**src/rtl/alu_pkg.sv**
```systemverilog
// Shared ALU definitions: opcode constants, controller state encoding and latency selection.
// Used by the ALU, the control unit and the issue controller.
package alu_pkg;

    localparam logic [4:0] OP_NOP     = 5'd0;
    localparam logic [4:0] OP_ADD     = 5'd1;
    localparam logic [4:0] OP_SUB     = 5'd2;
    localparam logic [4:0] OP_MUL     = 5'd3;
    localparam logic [4:0] OP_DIV     = 5'd4;
    localparam logic [4:0] OP_AND     = 5'd5;
    localparam logic [4:0] OP_OR      = 5'd6;
    localparam logic [4:0] OP_XOR     = 5'd7;
    localparam logic [4:0] OP_SHL     = 5'd8;
    localparam logic [4:0] OP_SHR     = 5'd9;
    localparam logic [4:0] OP_SRA     = 5'd10;
    localparam logic [4:0] OP_ROL     = 5'd11;
    localparam logic [4:0] OP_ROR     = 5'd12;
    localparam logic [4:0] OP_LOG_AND = 5'd13;
    localparam logic [4:0] OP_LOG_OR  = 5'd14;
    localparam logic [4:0] OP_LOG_NOT = 5'd15;

    typedef enum logic [1:0] {
        ST_IDLE = 2'd0,
        ST_EXEC = 2'd1,
        ST_DONE = 2'd2
    } issue_state_t;

    // Only mul and div are multi-cycle; everything else, including illegal codes, takes one cycle.
    function automatic logic [3:0] lat_sel(
        input logic [4:0] op,
        input logic [3:0] mul_lat,
        input logic [3:0] div_lat
    );
        logic [3:0] lat;
        case (op)
            OP_MUL:  lat = mul_lat;
            OP_DIV:  lat = div_lat;
            default: lat = 4'd1;
        endcase
        return lat;
    endfunction

endpackage

```
**src/rtl/alu_op_decode.sv**
```systemverilog
// Combinational request decode: operation latency, divide-by-zero and illegal-opcode detection.
module alu_op_decode
    import alu_pkg::*;
#(
    parameter int WORD = 32
)
(
    input  logic [4:0]      opcode,
    input  logic [WORD-1:0] b,
    input  logic [3:0]      mul_lat,
    input  logic [3:0]      div_lat,
    output logic [3:0]      latency,
    output logic            is_div_zero,
    output logic            is_illegal
);

    // Opcodes 16..31 have no ALU meaning.
    always_comb begin
        is_illegal  = opcode[4];
        is_div_zero = (opcode == OP_DIV) && (b == {WORD{1'b0}});
        latency     = lat_sel(opcode, mul_lat, div_lat);
    end

endmodule

```
**src/rtl/alu_issue_ctrl.sv**
```systemverilog
// Issues one operation at a time to the ALU, waits out its latency and holds the
// captured 64-bit result with status flags until the consumer takes it.
module alu_issue_ctrl
    import alu_pkg::*;
#(
    parameter int WORD    = 32,
    parameter int MUL_LAT = 4,
    parameter int DIV_LAT = 8
)
(
    input  logic              clk,
    input  logic              clr,
    input  logic              req_valid,
    output logic              req_ready,
    input  logic [4:0]        req_opcode,
    input  logic [WORD-1:0]   req_a,
    input  logic [WORD-1:0]   req_b,
    output logic [WORD-1:0]   alu_a,
    output logic [WORD-1:0]   alu_b,
    output logic [4:0]        alu_opcode,
    output logic              alu_inc_pc,
    output logic              alu_conn_out,
    input  logic [2*WORD-1:0] alu_c,
    output logic              res_valid,
    input  logic              res_ready,
    output logic [WORD-1:0]   res_hi,
    output logic [WORD-1:0]   res_lo,
    output logic              res_zero,
    output logic              res_neg,
    output logic              res_dz,
    output logic              res_illegal,
    output logic              busy
);

    localparam int CW = 2 * WORD;

    issue_state_t    state_r;
    logic [3:0]      cnt_r;
    logic            req_ready_r;
    logic            res_valid_r;
    logic            busy_r;
    logic [WORD-1:0] alu_a_r;
    logic [WORD-1:0] alu_b_r;
    logic [4:0]      alu_opcode_r;
    logic [WORD-1:0] res_hi_r;
    logic [WORD-1:0] res_lo_r;
    logic            res_zero_r;
    logic            res_neg_r;
    logic            dz_r;
    logic            ill_r;

    logic [3:0]      lat_s;
    logic            dz_s;
    logic            ill_s;
    logic [CW-1:0]   cap_s;
    logic            zero_s;
    logic            neg_s;

    alu_op_decode #(
        .WORD (WORD)
    ) u_decode (
        .opcode      (req_opcode),
        .b           (req_b),
        .mul_lat     (4'(MUL_LAT)),
        .div_lat     (4'(DIV_LAT)),
        .latency     (lat_s),
        .is_div_zero (dz_s),
        .is_illegal  (ill_s)
    );

    // Value to capture: forced to zero when the ALU output is meaningless.
    always_comb begin
        if (dz_r || ill_r) begin
            cap_s = {CW{1'b0}};
        end else begin
            cap_s = alu_c;
        end
        zero_s = (cap_s == {CW{1'b0}});
        neg_s  = cap_s[WORD-1];
    end

    // Issue/capture state machine with all outputs held in registers.
    always_ff @(posedge clk or negedge clr) begin
        if (!clr) begin
            state_r      <= ST_IDLE;
            cnt_r        <= 4'd0;
            req_ready_r  <= 1'b1;
            res_valid_r  <= 1'b0;
            busy_r       <= 1'b0;
            alu_a_r      <= {WORD{1'b0}};
            alu_b_r      <= {WORD{1'b0}};
            alu_opcode_r <= OP_NOP;
            res_hi_r     <= {WORD{1'b0}};
            res_lo_r     <= {WORD{1'b0}};
            res_zero_r   <= 1'b0;
            res_neg_r    <= 1'b0;
            dz_r         <= 1'b0;
            ill_r        <= 1'b0;
        end else begin
            case (state_r)
                ST_IDLE: begin
                    if (req_valid) begin
                        alu_a_r      <= req_a;
                        alu_b_r      <= req_b;
                        alu_opcode_r <= ill_s ? OP_NOP : req_opcode;
                        cnt_r        <= lat_s;
                        dz_r         <= dz_s;
                        ill_r        <= ill_s;
                        res_zero_r   <= 1'b0;
                        res_neg_r    <= 1'b0;
                        req_ready_r  <= 1'b0;
                        busy_r       <= 1'b1;
                        state_r      <= ST_EXEC;
                    end else begin
                        state_r <= ST_IDLE;
                    end
                end
                ST_EXEC: begin
                    // A zero count cannot be loaded, but still terminates safely.
                    if (cnt_r <= 4'd1) begin
                        cnt_r        <= 4'd0;
                        res_hi_r     <= cap_s[CW-1:WORD];
                        res_lo_r     <= cap_s[WORD-1:0];
                        res_zero_r   <= zero_s;
                        res_neg_r    <= neg_s;
                        alu_opcode_r <= OP_NOP;
                        res_valid_r  <= 1'b1;
                        state_r      <= ST_DONE;
                    end else begin
                        cnt_r <= cnt_r - 4'd1;
                    end
                end
                ST_DONE: begin
                    if (res_ready) begin
                        res_valid_r <= 1'b0;
                        req_ready_r <= 1'b1;
                        busy_r      <= 1'b0;
                        state_r     <= ST_IDLE;
                    end else begin
                        state_r <= ST_DONE;
                    end
                end
                default: begin
                    cnt_r        <= 4'd0;
                    alu_opcode_r <= OP_NOP;
                    res_valid_r  <= 1'b0;
                    req_ready_r  <= 1'b1;
                    busy_r       <= 1'b0;
                    state_r      <= ST_IDLE;
                end
            endcase
        end
    end

    assign req_ready    = req_ready_r;
    assign res_valid    = res_valid_r;
    assign busy         = busy_r;
    assign alu_a        = alu_a_r;
    assign alu_b        = alu_b_r;
    assign alu_opcode   = alu_opcode_r;
    assign alu_inc_pc   = 1'b0;
    assign alu_conn_out = 1'b0;
    assign res_hi       = res_hi_r;
    assign res_lo       = res_lo_r;
    assign res_zero     = res_zero_r;
    assign res_neg      = res_neg_r;
    assign res_dz       = dz_r;
    assign res_illegal  = ill_r;

endmodule
```
**config.mk**
```make
export PLATFORM = sky130hd
export DESIGN_NAME = alu_issue_ctrl
export DESIGN_NICKNAME = d
export VERILOG_FILES = /design/src/rtl/alu_pkg.sv /design/src/rtl/alu_op_decode.sv /design/src/rtl/alu_issue_ctrl.sv
export SDC_FILE = /design/constraint.sdc
export NUM_CORES = 1
export LEC_CHECK = 0
export CAP_MARGIN = 0
export CORE_MARGIN = 2
export CORE_UTILIZATION = 41
export CTS_CLUSTER_SIZE = 20
export DETAILED_ROUTE_END_ITERATION = 10
export MAX_ROUTING_LAYER = met4
export PLACE_DENSITY_LB_ADDON = 0.08
export SYNTH_ARGS = -nofsm -noshare
export SYNTH_HDL_FRONTEND = slang
export SYNTH_HIERARCHICAL = 1
export SYNTH_SLANG_ARGS = --single-unit
```
**constraint.sdc**
```tcl
create_clock -name clk -period 5 [get_ports clk]
set_input_delay 1 -clock clk [delete_from_list [all_inputs] [get_ports clk]]
set_output_delay 1 -clock clk [all_outputs]
set_load 0.01 [all_outputs]
```
After elaboration in Yosys (flattened, before gate mapping)
Cells that the tools add are included.
Widths: inputs -> output; s select.
{"block": "totals", "register_bits": 146, "input_bits": 137, "output_inout_bits": 142, "elab_cells": 64}
{"block": "classes", "addsub": 1, "order_cmp": 1, "n_eq_ne": 7, "mux": 25, "n_bitwise": 3, "reduce_logical": 13}
{"operator": "$logic_not 64->1", "n": 1}
{"operator": "$mux 64", "n": 1}
{"operator": "$logic_not 32->1", "n": 1}
{"operator": "$pmux 5 s3", "n": 1}
{"operator": "$mux 4", "n": 3}
{"operator": "$pmux 4 s3", "n": 1}
{"operator": "$reduce_and 3->1", "n": 4}
{"operator": "$mux 5", "n": 2}
{"operator": "$pmux 1 s3", "n": 3}
{"operator": "$mux 1", "n": 8}
{"operator": "$pmux 4 s2", "n": 1}
{"operator": "$ne 2x2->1 const B", "n": 3}
{"operator": "$pmux 2 s3", "n": 1}
{"operator": "$reduce_and 2->1", "n": 3}
{"operator": "$eq 5x2->1 const B", "n": 1}
{"operator": "$eq 5x3->1 const B", "n": 1}
{"operator": "$le 4x1->1 const B", "n": 1}
{"operator": "$mux 2", "n": 2}
{"operator": "$pmux 1 s2", "n": 2}
{"operator": "$sub 4x1->4 const B", "n": 1}
{"operator": "$not 1->1", "n": 3}
{"operator": "$eq 2x1->1 const B", "n": 1}
{"operator": "$eq 2x2->1 const B", "n": 1}
{"operator": "$logic_not 2->1", "n": 1}
{"operator": "other kinds (3)", "n": 3}

Longest topological paths before layout
Gate-level depths: netlist (run 1).
{"block": "logic_depth", "depth_word": 5, "mapped_depth": 9, "mapped_depth_nobuf": 6}

Cells and area by module
The synthesis (run 1) kept the hierarchy.
{"mod": "alu_issue_ctrl", "n_inst": 1, "cells_each": 531, "area_each_um2": 5943.2}
{"mod": "alu_op_decode", "n_inst": 1, "cells_each": 22, "area_each_um2": 157.7}

Least setup slack after synthesis (run 1)
No wires, ideal clock.
{"block": "synth_path", "path_kind": "input to register", "start": "input port alu_c[61]", "end": "register res_zero_r, in the netlist res_zero", "setup_time_ns": 0.066, "t_arrival_ns": 2.015, "setup_slack_ns": 2.918, "cell_stages": 5, "path_buffers": 0, "path_cell_list": "nor4_1 nand4_1 or3_1 o221ai_2 o311a_1"}
{"block": "synth_between", "elab_chain_len": 4}
{"element": "from (decl)", "line": "alu_issue_ctrl.sv:23", "source": "input logic [2*WORD-1:0] alu_c,"}
{"element": "$mux 64", "line": "alu_issue_ctrl.sv:73", "source": "if (dz_r || ill_r) begin"}
{"element": "$logic_not 64->1", "line": "alu_issue_ctrl.sv:78", "source": "zero_s = (cap_s == {CW{1'b0}});"}
{"element": "$mux 1", "line": "alu_issue_ctrl.sv:120", "source": "if (cnt_r <= 4'd1) begin"}
{"element": "$pmux 1 s2", "line": "alu_issue_ctrl.sv:100", "source": "case (state_r)"}
{"element": "to (signal assigned)", "line": "alu_issue_ctrl.sv:124", "source": "res_zero_r <= zero_s;"}
{"element": "to (decl)", "line": "alu_issue_ctrl.sv:47", "source": "logic res_zero_r;"}
No other way between the ends. The select of a mux whose other input is x is not followed.
A chain may end at the register's enable or synchronous reset.

Worst setup path in the final report (run 1)
{"block": "layout_path", "start": "input port req_valid", "end": "register alu_a_r[0], in the netlist alu_a[0]"}
{"block": "layout_between", "elab_chain_len": 1}
{"element": "from (decl)", "line": "alu_issue_ctrl.sv:13", "source": "input logic req_valid,"}
{"element": "$reduce_and 2->1 (no source line)"}
{"element": "to (signal assigned)", "line": "alu_issue_ctrl.sv:90", "source": "alu_a_r <= {WORD{1'b0}};"}
{"element": "to (signal assigned)", "line": "alu_issue_ctrl.sv:103", "source": "alu_a_r <= req_a;"}
{"element": "to (decl)", "line": "alu_issue_ctrl.sv:42", "source": "logic [WORD-1:0] alu_a_r;"}
No other way between the ends.

==> run metrics, run 1 <==
largest net degree at the start of global routing 73; Worst Path Required 5300 ps; Most used DFF post-synth dfrtp_1; Psw 1.97 mW; fillers 1149; Iter 0 DRT Violations 267; number of synthesized register bits 146; Hold Crit Class flip-flop to flip-flop; first-pass GRT wire length 28500 um; worst setup margin 2380 ps; CTS sink count 146; Syn. warnings 6; R2R setup slack 2620 ps; compound-gate portion of the synthesized area 0.0367; Post-CTS Setup Bufs 0; internal power 3.97 mW; critical path endpoint category flip-flop; Skew-Pair Late Insertion Delay 420 ps; mux contribution to synthesized area 0.122; nets 967; sequential share of the synthesized area 0.599; cell area after synthesis 6100 um2; Clock Tree Buf Depth 2; leakage 4.21 nW; Routed Antenna Nets 0; Synth top area share 0.595; number of hold buffers added after cts 0; Setup WS pre-CTS 1980 ps; GP Congestion 0.824; number of remaining DRC errors 0; largest cells by area after synthesis dfrtp_1 (59%), mux2_2 (12%), nand2_1 (8.4%); hold endpoint res_hi[18]; Clock Tree Root clkbuf_16; Adder-Cell Fraction of Synth Area 0.00410; commonest non-fill, non-tap cells in the layout clkdlybuf4s50_1 (275), dfrtp_1 (145), nand2_1 (135); Cells after Synth 553; Slew Limit Fails 0; status complete, no violations; Worst Hold Launch res_hi[18]; XOR/XNOR Fraction of Synth Area 0.00287; setup TNS 0 ps; clk slew on worst S/H paths 60 ps; Slew headroom 0.386; synth unique cells 42; WL per Instance 17.5 um; Post-CTS Resized 0; Overall Global Routing Usage 0.237; Avg Inst Size Synth 11.0 um2; critical path arrival 2920 ps; die area 15900 um2; unrepaired setup endpoints after global routing no; initial antenna violation count 0; # port buffers 276; H-tree depth 4; Synth Area in Simple Gates 0.195; Num CTS Buffers 17; TritonRoute pass-1 iters 4; Clock Power Share 0.225; power density over the cells 617 nW/um2; Die W 126 um; number of top-level pins 279; number of enable flip-flop cells after synthesis 0; post-DP HPWL 13100 um; area leader, netlist dfrtp_1; MaxCap Viol Count 0; fmax 382 MHz; Die H 126 um; routed via count 5157; crit path launch type input port; ANT cells 0; Reg2Reg Depth 5; via/cell ratio 5.03; Critical Path Fanout Max 70; Finish-stage setup viols 0; num rows 44; peak supply drop 0.000303 V; Reg-to-Reg End res_zero; Sw Ratio 0.331; Worst R2R Start state_r[0]; minimum clock period 2620 ps; Flop pwr share 0.339; Slew @ Worst Pin 920 ps; Clock Skews 9.11 ps; P&R area growth vs syn 57.6%; Core Region 14500 um2; CTS tree built; vias in the first global route 5444; Remaining Overflow, GRT 0; period utilisation layout 0.524; combinational share of power 0.436; layout cells sized above 1 0.141; ys async rst share 1.00; most common cell after layout, fill and taps aside clkdlybuf4s50_1; largest family of logic cells by synthesized area simple AND/OR/NAND/NOR gates; CP Class input port to flip-flop; Initial Util 0.420; hold path depth 2; endpoints failing hold 0; Total Wirelength 17900 um
## how the worst max path moves through the flow
stage          cells past startpoint  slack [ps]       end  startpoint
2_1_floorplan                      5        2920  res_zero   alu_c[61]
3_3_place_gp                       5        2030  alu_a[1]   req_valid
3_5_place_dp                       5        1980  alu_a[0]   req_valid
4_1_cts                            5        2410  alu_a[0]   req_valid
5_1_grt                            5        2280  alu_a[9]   req_valid
6_report                           5        2380  alu_a[0]   req_valid
## synthesized netlist by cell type, types with 4 or more instances
cell type,number
o22ai_1,5
o21a_1,4
nor4_1,22
buf_4,11
mux2_2,66
nand3_1,69
inv_1,11
nand4_1,4
nand2_1,136
buf_2,6
nor3_1,4
clkbuf_1,10
o21ai_0,11
nor2_1,11
dfrtp_1,145
## power by group through the flow
stage	registers (mW)	logic [mW]	clock network, mW
CTS	2.02	2.62	1.36
detailed placement	2.03	2.61	0
global route	2.09	2.80	1.42
finish	2.01	2.59	1.33
floorplan	2.22	1.02	0
global placement	2.00	2.57	0
## through the flow
stage / power [mW] / utilization / area [um2] / hold WS, ps / instances
6_report: 5.94 / 0.662 / 9620 / 462 / 1025
5_1_grt: 6.31 / 0.662 / 9620 / 485 / 1025
4_1_cts: 6.01 / 0.662 / 9620 / 468 / 1025
3_5_place_dp: 4.63 / 0.618 / 8980 / 454 / 993
3_3_place_gp: 4.57 / 0.618 / 8980 / 450 / 993
2_1_floorplan: 3.24 / - / 6130 / 487 / 561
## area by class of cell
type / count / area, um2 / area share
multi-input combinational: 370 / 2250 / 0.234
sequential: 146 / 3650 / 0.380
tap: 184 / 230 / 0.0239
clock inverter: 8 / 123 / 0.0128
inverter: 11 / 41.3 / 0.00429
timing repair buffer: 282 / 2810 / 0.292
clock buffer: 24 / 512 / 0.0532
## metal layers
metal  wire [um]  share of wire  global-route usage
met3        1490          0.083              0.0824
met4         280          0.016              0.0718
met1        7340           0.41               0.282
met5           0              0                   -
met2        8790           0.49               0.383
## sequential cells by signal, indices dropped and copies added, names as in the netlist, 2 cells and up
register and flops:
state_r 2, alu_a 32, cnt_r 4, res_lo 32, alu_b 32, alu_opcode 5, res_hi 32
## worst max-delay path, cell delays in order
cell	delay [ps]
clkdlybuf4s50_1	510
nand2b_2	130
nor2_4	90
buf_4	690
mux2_2	420
## cells by family after synthesis
logic type | Yosys count
xor+xnor | 2
flops | 146
buf+inv | 45
fa+ha+maj | 2
simple gates | 258
other cells | 2
compound gates | 32
mux | 66
(Power assumes the default switching activity.)
==> run 2: changes to the inputs <==
- clock period: 5 -> 2.65 ns (I/O delays scaled with it)
==> run metrics, run 2 (synthesis results as in run 1) <==
initial antenna violation count 0 (unchanged); Initial Util 0.420 (unchanged); CTS sink count 146 (unchanged); Post-CTS Resized 0 (unchanged); minimum clock period 2070 ps; GP Congestion 0.850 (+3.2%); Clock Tree Buf Depth 2 (unchanged); unrepaired setup endpoints after global routing no; Slowest-stage cell, CP and2_2; cells along the critical path inv_1, ha_1, o21a_1, and2_2, buf_4, nand3_1, nand2_1; WL per Instance 17.6 um (+0.63%); Sw Ratio 0.329 (-0.00229); Critical Path Fanout Max 31 (-56%); ANT cells 0 (unchanged); vias in the first global route 5448 (+0.073%); critical path endpoint category flip-flop; # port buffers 276 (unchanged); largest net degree at the start of global routing 71 (-2.7%); Worst Path Required 3000 ps (-2300 ps); Psw 3.76 mW (+91%); fmax 483 MHz; Post-CTS Setup Bufs 0 (unchanged); WHS 45.8 ps (-416 ps); Die W 126 um (unchanged); Core Util, Final 0.668 (+0.00628); critical path arrival 2430 ps (-490 ps); commonest non-fill, non-tap cells in the layout clkdlybuf4s50_1 (275), dfrtp_1 (145), nand2_1 (135); Skew-Pair Late Insertion Delay 410 ps (about the same); first-pass GRT wire length 28500 um (+0.12%); Clock Skews 9.56 ps (+0.454 ps); post-DP HPWL 13400 um (+2.3%); Reg2Reg Depth 7 (+2); Die H 126 um (unchanged); crit path capture res_lo[7]; MaxCap Viol Count 0 (unchanged); Routed Antenna Nets 0 (unchanged); CTS tree built; clk slew on worst S/H paths 60 ps (about the same); Placed Area 9050 um2 (+0.75%); CP Launch Point cnt_r[0]; setup TNS 0 ps (unchanged); Iter 0 DRT Violations 260 (-2.6%); period utilisation layout 0.782; Total Wirelength 18100 um (+1.0%); power density over the cells 1180 nW/um2 (+91%); design area 9710 um2 (+0.95%); leakage 4.26 nW (+1.2%); CP Class flip-flop to flip-flop; Clock Tree Root clkbuf_16; number of hold buffers added after cts 0 (unchanged); Slew Limit Fails 0 (unchanged); Crit path largest cell delay 580 ps (-110 ps); combinational share of power 0.440 (+0.004); routed via count 5200 (+0.83%); TritonRoute pass-1 iters 4 (unchanged); peak supply drop 0.000782 V (+160%); internal power 7.66 mW (+93%); nets 971 (+0.41%); die area 15900 um2 (unchanged); status complete, no violations; Num CTS Buffers 17 (unchanged); number of top-level pins 279 (unchanged); endpoints failing hold 0 (unchanged); number of remaining DRC errors 0 (unchanged); Overall Global Routing Usage 0.237 (-0.000631); Slew headroom 0.574 (+0.188); Hold Crit Class input port to asynchronous set/reset pin; Finish-stage setup viols 0 (unchanged); Remaining Overflow, GRT 0 (unchanged); Flop pwr share 0.331 (-0.008); Reg-to-Reg End res_lo[7]; Worst R2R Start cnt_r[0]; num rows 44 (unchanged); P&R area growth vs syn 59.1%; Core Region 14500 um2 (unchanged); layout cells sized above 1 0.146 (+0.00406); via/cell ratio 5.05 (+0.44%); crit path launch type flip-flop; Slew @ Worst Pin 639 ps (-281 ps); R2R setup slack 580 ps (-2040 ps); most common cell after layout, fill and taps aside clkdlybuf4s50_1; Clock Power Share 0.229 (+0.004); H-tree depth 4 (unchanged)
-- run 2: changes by cell type in the layout (fill, tap and decap cells not counted), sizes merged --
cell      change
buf           +4
bufinv        +1
clkinv        +1
clkinvlp      -2
-- run 2: through the flow --
stage                     power [mW]  setup slack (ps)  std cells
after floorplan                 6.12              1040        561
after global placement          8.70               322        997
after detailed placement        8.84               279        997
after CTS                       11.5               601       1029
after global routing            12.1               438       1029
final                           11.4               579       1029
-- run 2: worst min path at each step --
stage	slack (ps)	endpoint	cells after the start
after global routing	80	res_hi[12]	1
after floorplan	230	alu_a[0]	0
final	50	res_hi[12]	1
after global placement	450	res_hi[0]	2
after CTS	60	res_hi[18]	1
after detailed placement	450	res_hi[18]	2
-- run 2: metal layers --
metal | share of wire | wire length, um | GRT usage | vias up
li1 | - | - | - | 2453
met1 | 0.41 | 7360 | 0.283 | 2503
met2 | 0.49 | 8850 | 0.378 | 227
met3 | 0.089 | 1610 | 0.0884 | 17
met4 | 0.015 | 272 | 0.0666 | 0
met5 | 0 | 0 | - | -
-- run 2: power by group through the flow --
stage               Combinational (mW)  Clock, mW  Sequential, mW
global route                      5.41       2.77            3.90
finish                            5.02       2.62            3.78
floorplan                         1.92          0            4.19
detailed placement                5.04          0            3.80
global placement                  4.96          0            3.74
CTS                               5.08       2.68            3.78
-- run 2: area by class of cell --
class	instances	area, um2
Fill cell	1140	4830
Sequential cell	146	3650
Timing Repair Buffer	286	2880
Multi-Input combinational cell	370	2250
Clock buffer	24	512
Tap cell	184	230
Clock inverter	8	146
Inverter	11	41.3
-- run 2: worst max-delay path: cells and delay by family, from the launching register on --
kind	cells	cell delay [ps]
AO/OA/AOI/OAI	1	190
adder cells (fa/ha/maj)	1	200
buffers and inverters	2	420
flip-flops	1	410
AND/OR/NAND/NOR	3	770
==> run 3: changes to the inputs <==
- clock period: 2.65 -> 2.1 ns (I/O delays scaled with it)
==> run metrics, run 3 (synthesis results as in run 1) <==
status complete, no violations; commonest non-fill, non-tap cells in the layout clkdlybuf4s50_1 (275), dfrtp_1 (145), nand2_1 (135); Slew Limit Fails 0 (unchanged); worst setup margin 191 ps (-387 ps); Flop pwr share 0.331 (about the same); most common cell after layout, fill and taps aside clkdlybuf4s50_1; Sw Ratio 0.328 (-0.000946); CTS tree built; routed via count 5205 (+0.096%); internal power 9.68 mW (+26%); Die W 126 um (unchanged); Overall Global Routing Usage 0.234 (-0.00244); sequential cell area 3650 um2 (unchanged); Iter 0 DRT Violations 294 (+13%); combinational share of power 0.447 (+0.007); nets 978 (+0.72%); critical path endpoint category output port; Clock Power Share 0.222 (-0.007); number of remaining DRC errors 0 (unchanged); Crit path largest cell delay 550 ps (-30 ps); Total Wirelength 17800 um (-1.6%); unrepaired setup endpoints after global routing no; minimum clock period 1910 ps; largest net degree at the start of global routing 57 (-20%); WL per Instance 17.2 um (-2.2%); fillers 1118 (-1.9%); die area 15900 um2 (unchanged); first-pass GRT wire length 28300 um (-0.63%); R2R setup slack 260 ps (-320 ps); WHS 459 ps (+413 ps); Psw 4.73 mW (+26%); crit path launch type flip-flop; Worst R2R Start cnt_r[0]; Initial Util 0.420 (unchanged); number of top-level pins 279 (unchanged); layout cells sized above 1 0.153 (+0.00702); TritonRoute pass-1 iters 4 (unchanged); Clock Tree Buf Depth 2 (unchanged); # port buffers 276 (unchanged); fmax 524 MHz; num rows 44 (unchanged); Post-CTS Setup Bufs 0 (unchanged); Critical Path Fanout Max 3 (-90%); Clock Tree Root clkbuf_16; Num CTS Buffers 17 (unchanged); crit path capture req_ready; initial antenna violation count 0 (unchanged); cell family with most CP delay flip-flops; Clock Skews 5.60 ps (-3.96 ps); multi-input logic area 2250 um2 (about the same); Worst Path Required 1680 ps (-1320 ps); CP Launch Point req_ready; Slew headroom 0.662 (+0.0877); ANT cells 0 (unchanged); period utilisation layout 0.909; CP Class flip-flop to output port; Slowest-stage cell, CP dfstp_2; vias in the first global route 5446 (-0.037%); GP Congestion 0.829 (-2.5%); Reg-to-Reg End res_hi[13]; cells along the critical path clkdlybuf4s50_1; post-DP HPWL 13600 um (+1.0%); Hold Crit Class flip-flop to flip-flop; H-tree depth 4 (unchanged); clk slew on worst S/H paths 50 ps (about the same); Skew-Pair Late Insertion Delay 410 ps (about the same); endpoints failing hold 0 (unchanged); Reg2Reg Depth 7 (unchanged); critical path arrival 1490 ps (-940 ps); CP Depth 1 (-6); power density over the cells 1470 nW/um2 (+25%); CTS sink count 146 (unchanged); via/cell ratio 5.02 (-0.58%); Remaining Overflow, GRT 0 (unchanged); Slew @ Worst Pin 504 ps (-135 ps); Die H 126 um (unchanged); leakage 4.32 nW (+1.3%); Setup WS pre-CTS -235 ps (-514 ps); worst path bufs/invs 1 (-1); MaxCap Viol Count 0 (unchanged); Core Region 14500 um2 (unchanged); Placed Area 9160 um2 (+1.2%); P&R area growth vs syn 60.8%; Routed Antenna Nets 0 (unchanged); peak supply drop 0.000780 V (-0.26%); design area 9810 um2 (+1.1%); Finish-stage setup viols 0 (unchanged)
==> run 3: cell count changes in the layout (fill, tap and decap cells not counted), sizes merged <==
| cell | previous run | this run |
|---|---|---|
| buf | 11 | 17 |
| bufinv | 4 | 3 |
| clkinv | 3 | 4 |
| dlygate4sd3 | 0 | 1 |
==> run 3: worst min-delay path by stage <==
stage          startpoint         end  slack (ps)  cells after the start
5_1_grt        res_hi[17]  res_hi[17]         480                      2
4_1_cts        res_lo[30]  res_lo[30]         470                      2
3_5_place_dp          clr  res_hi[22]         380                      1
3_3_place_gp          clr  res_hi[18]         380                      1
2_1_floorplan         clr    alu_a[0]         120                      0
6_report       res_lo[30]  res_lo[30]         460                      2
==> run 3: final cells by class <==
cell class              count  share of cell area
clock buffers              24              0.0532
clock inverters             8              0.0124
inverters                  11             0.00421
multi-input cells         370               0.229
flip-flops and latches    146               0.373
well taps                 184              0.0235
repair buffers            293               0.305
==> run 3: through the flow <==
| stage | setup TNS [ps] | cells | util | power, mW |
|---|---|---|---|---|
| 6_report | 0 | 1036 | 0.675 | 14.4 |
| 5_1_grt | 0 | 1036 | 0.675 | 15.3 |
| 4_1_cts | 0 | 1036 | 0.675 | 14.6 |
| 3_5_place_dp | -262 | 1003 | 0.630 | 11.3 |
| 3_3_place_gp | -199 | 1003 | 0.630 | 11.1 |
| 2_1_floorplan | 0 | 561 | - | 7.72 |
==> run 3: metal layers <==
| layer | track usage | vias to the layer above | share of wire |
|---|---|---|---|
| met1 | 0.276 | 2505 | 0.41 |
| met3 | 0.0837 | 25 | 0.084 |
| met5 | - | - | 0 |
| met2 | 0.375 | 210 | 0.49 |
| met4 | 0.0789 | 0 | 0.020 |
| li1 | - | 2465 | - |
==> run 3: repair_timing <==
item                                    in CTS  in global routing
gates resized for setup                      0                  1
hold buffers                                 1                  0
endpoints found under the hold margin       41                  0
endpoints found under the setup margin       0                  8
==> run 3: power groups by stage <==
| stage | Combinational (mW) | Clock (mW) | Sequential, mW |
|---|---|---|---|
| finish | 6.45 | 3.19 | 4.77 |
| global route | 6.95 | 3.41 | 4.92 |
| CTS | 6.51 | 3.28 | 4.78 |
| detailed placement | 6.47 | 0 | 4.80 |
| global placement | 6.37 | 0 | 4.73 |
| floorplan | 2.43 | 0 | 5.29 |
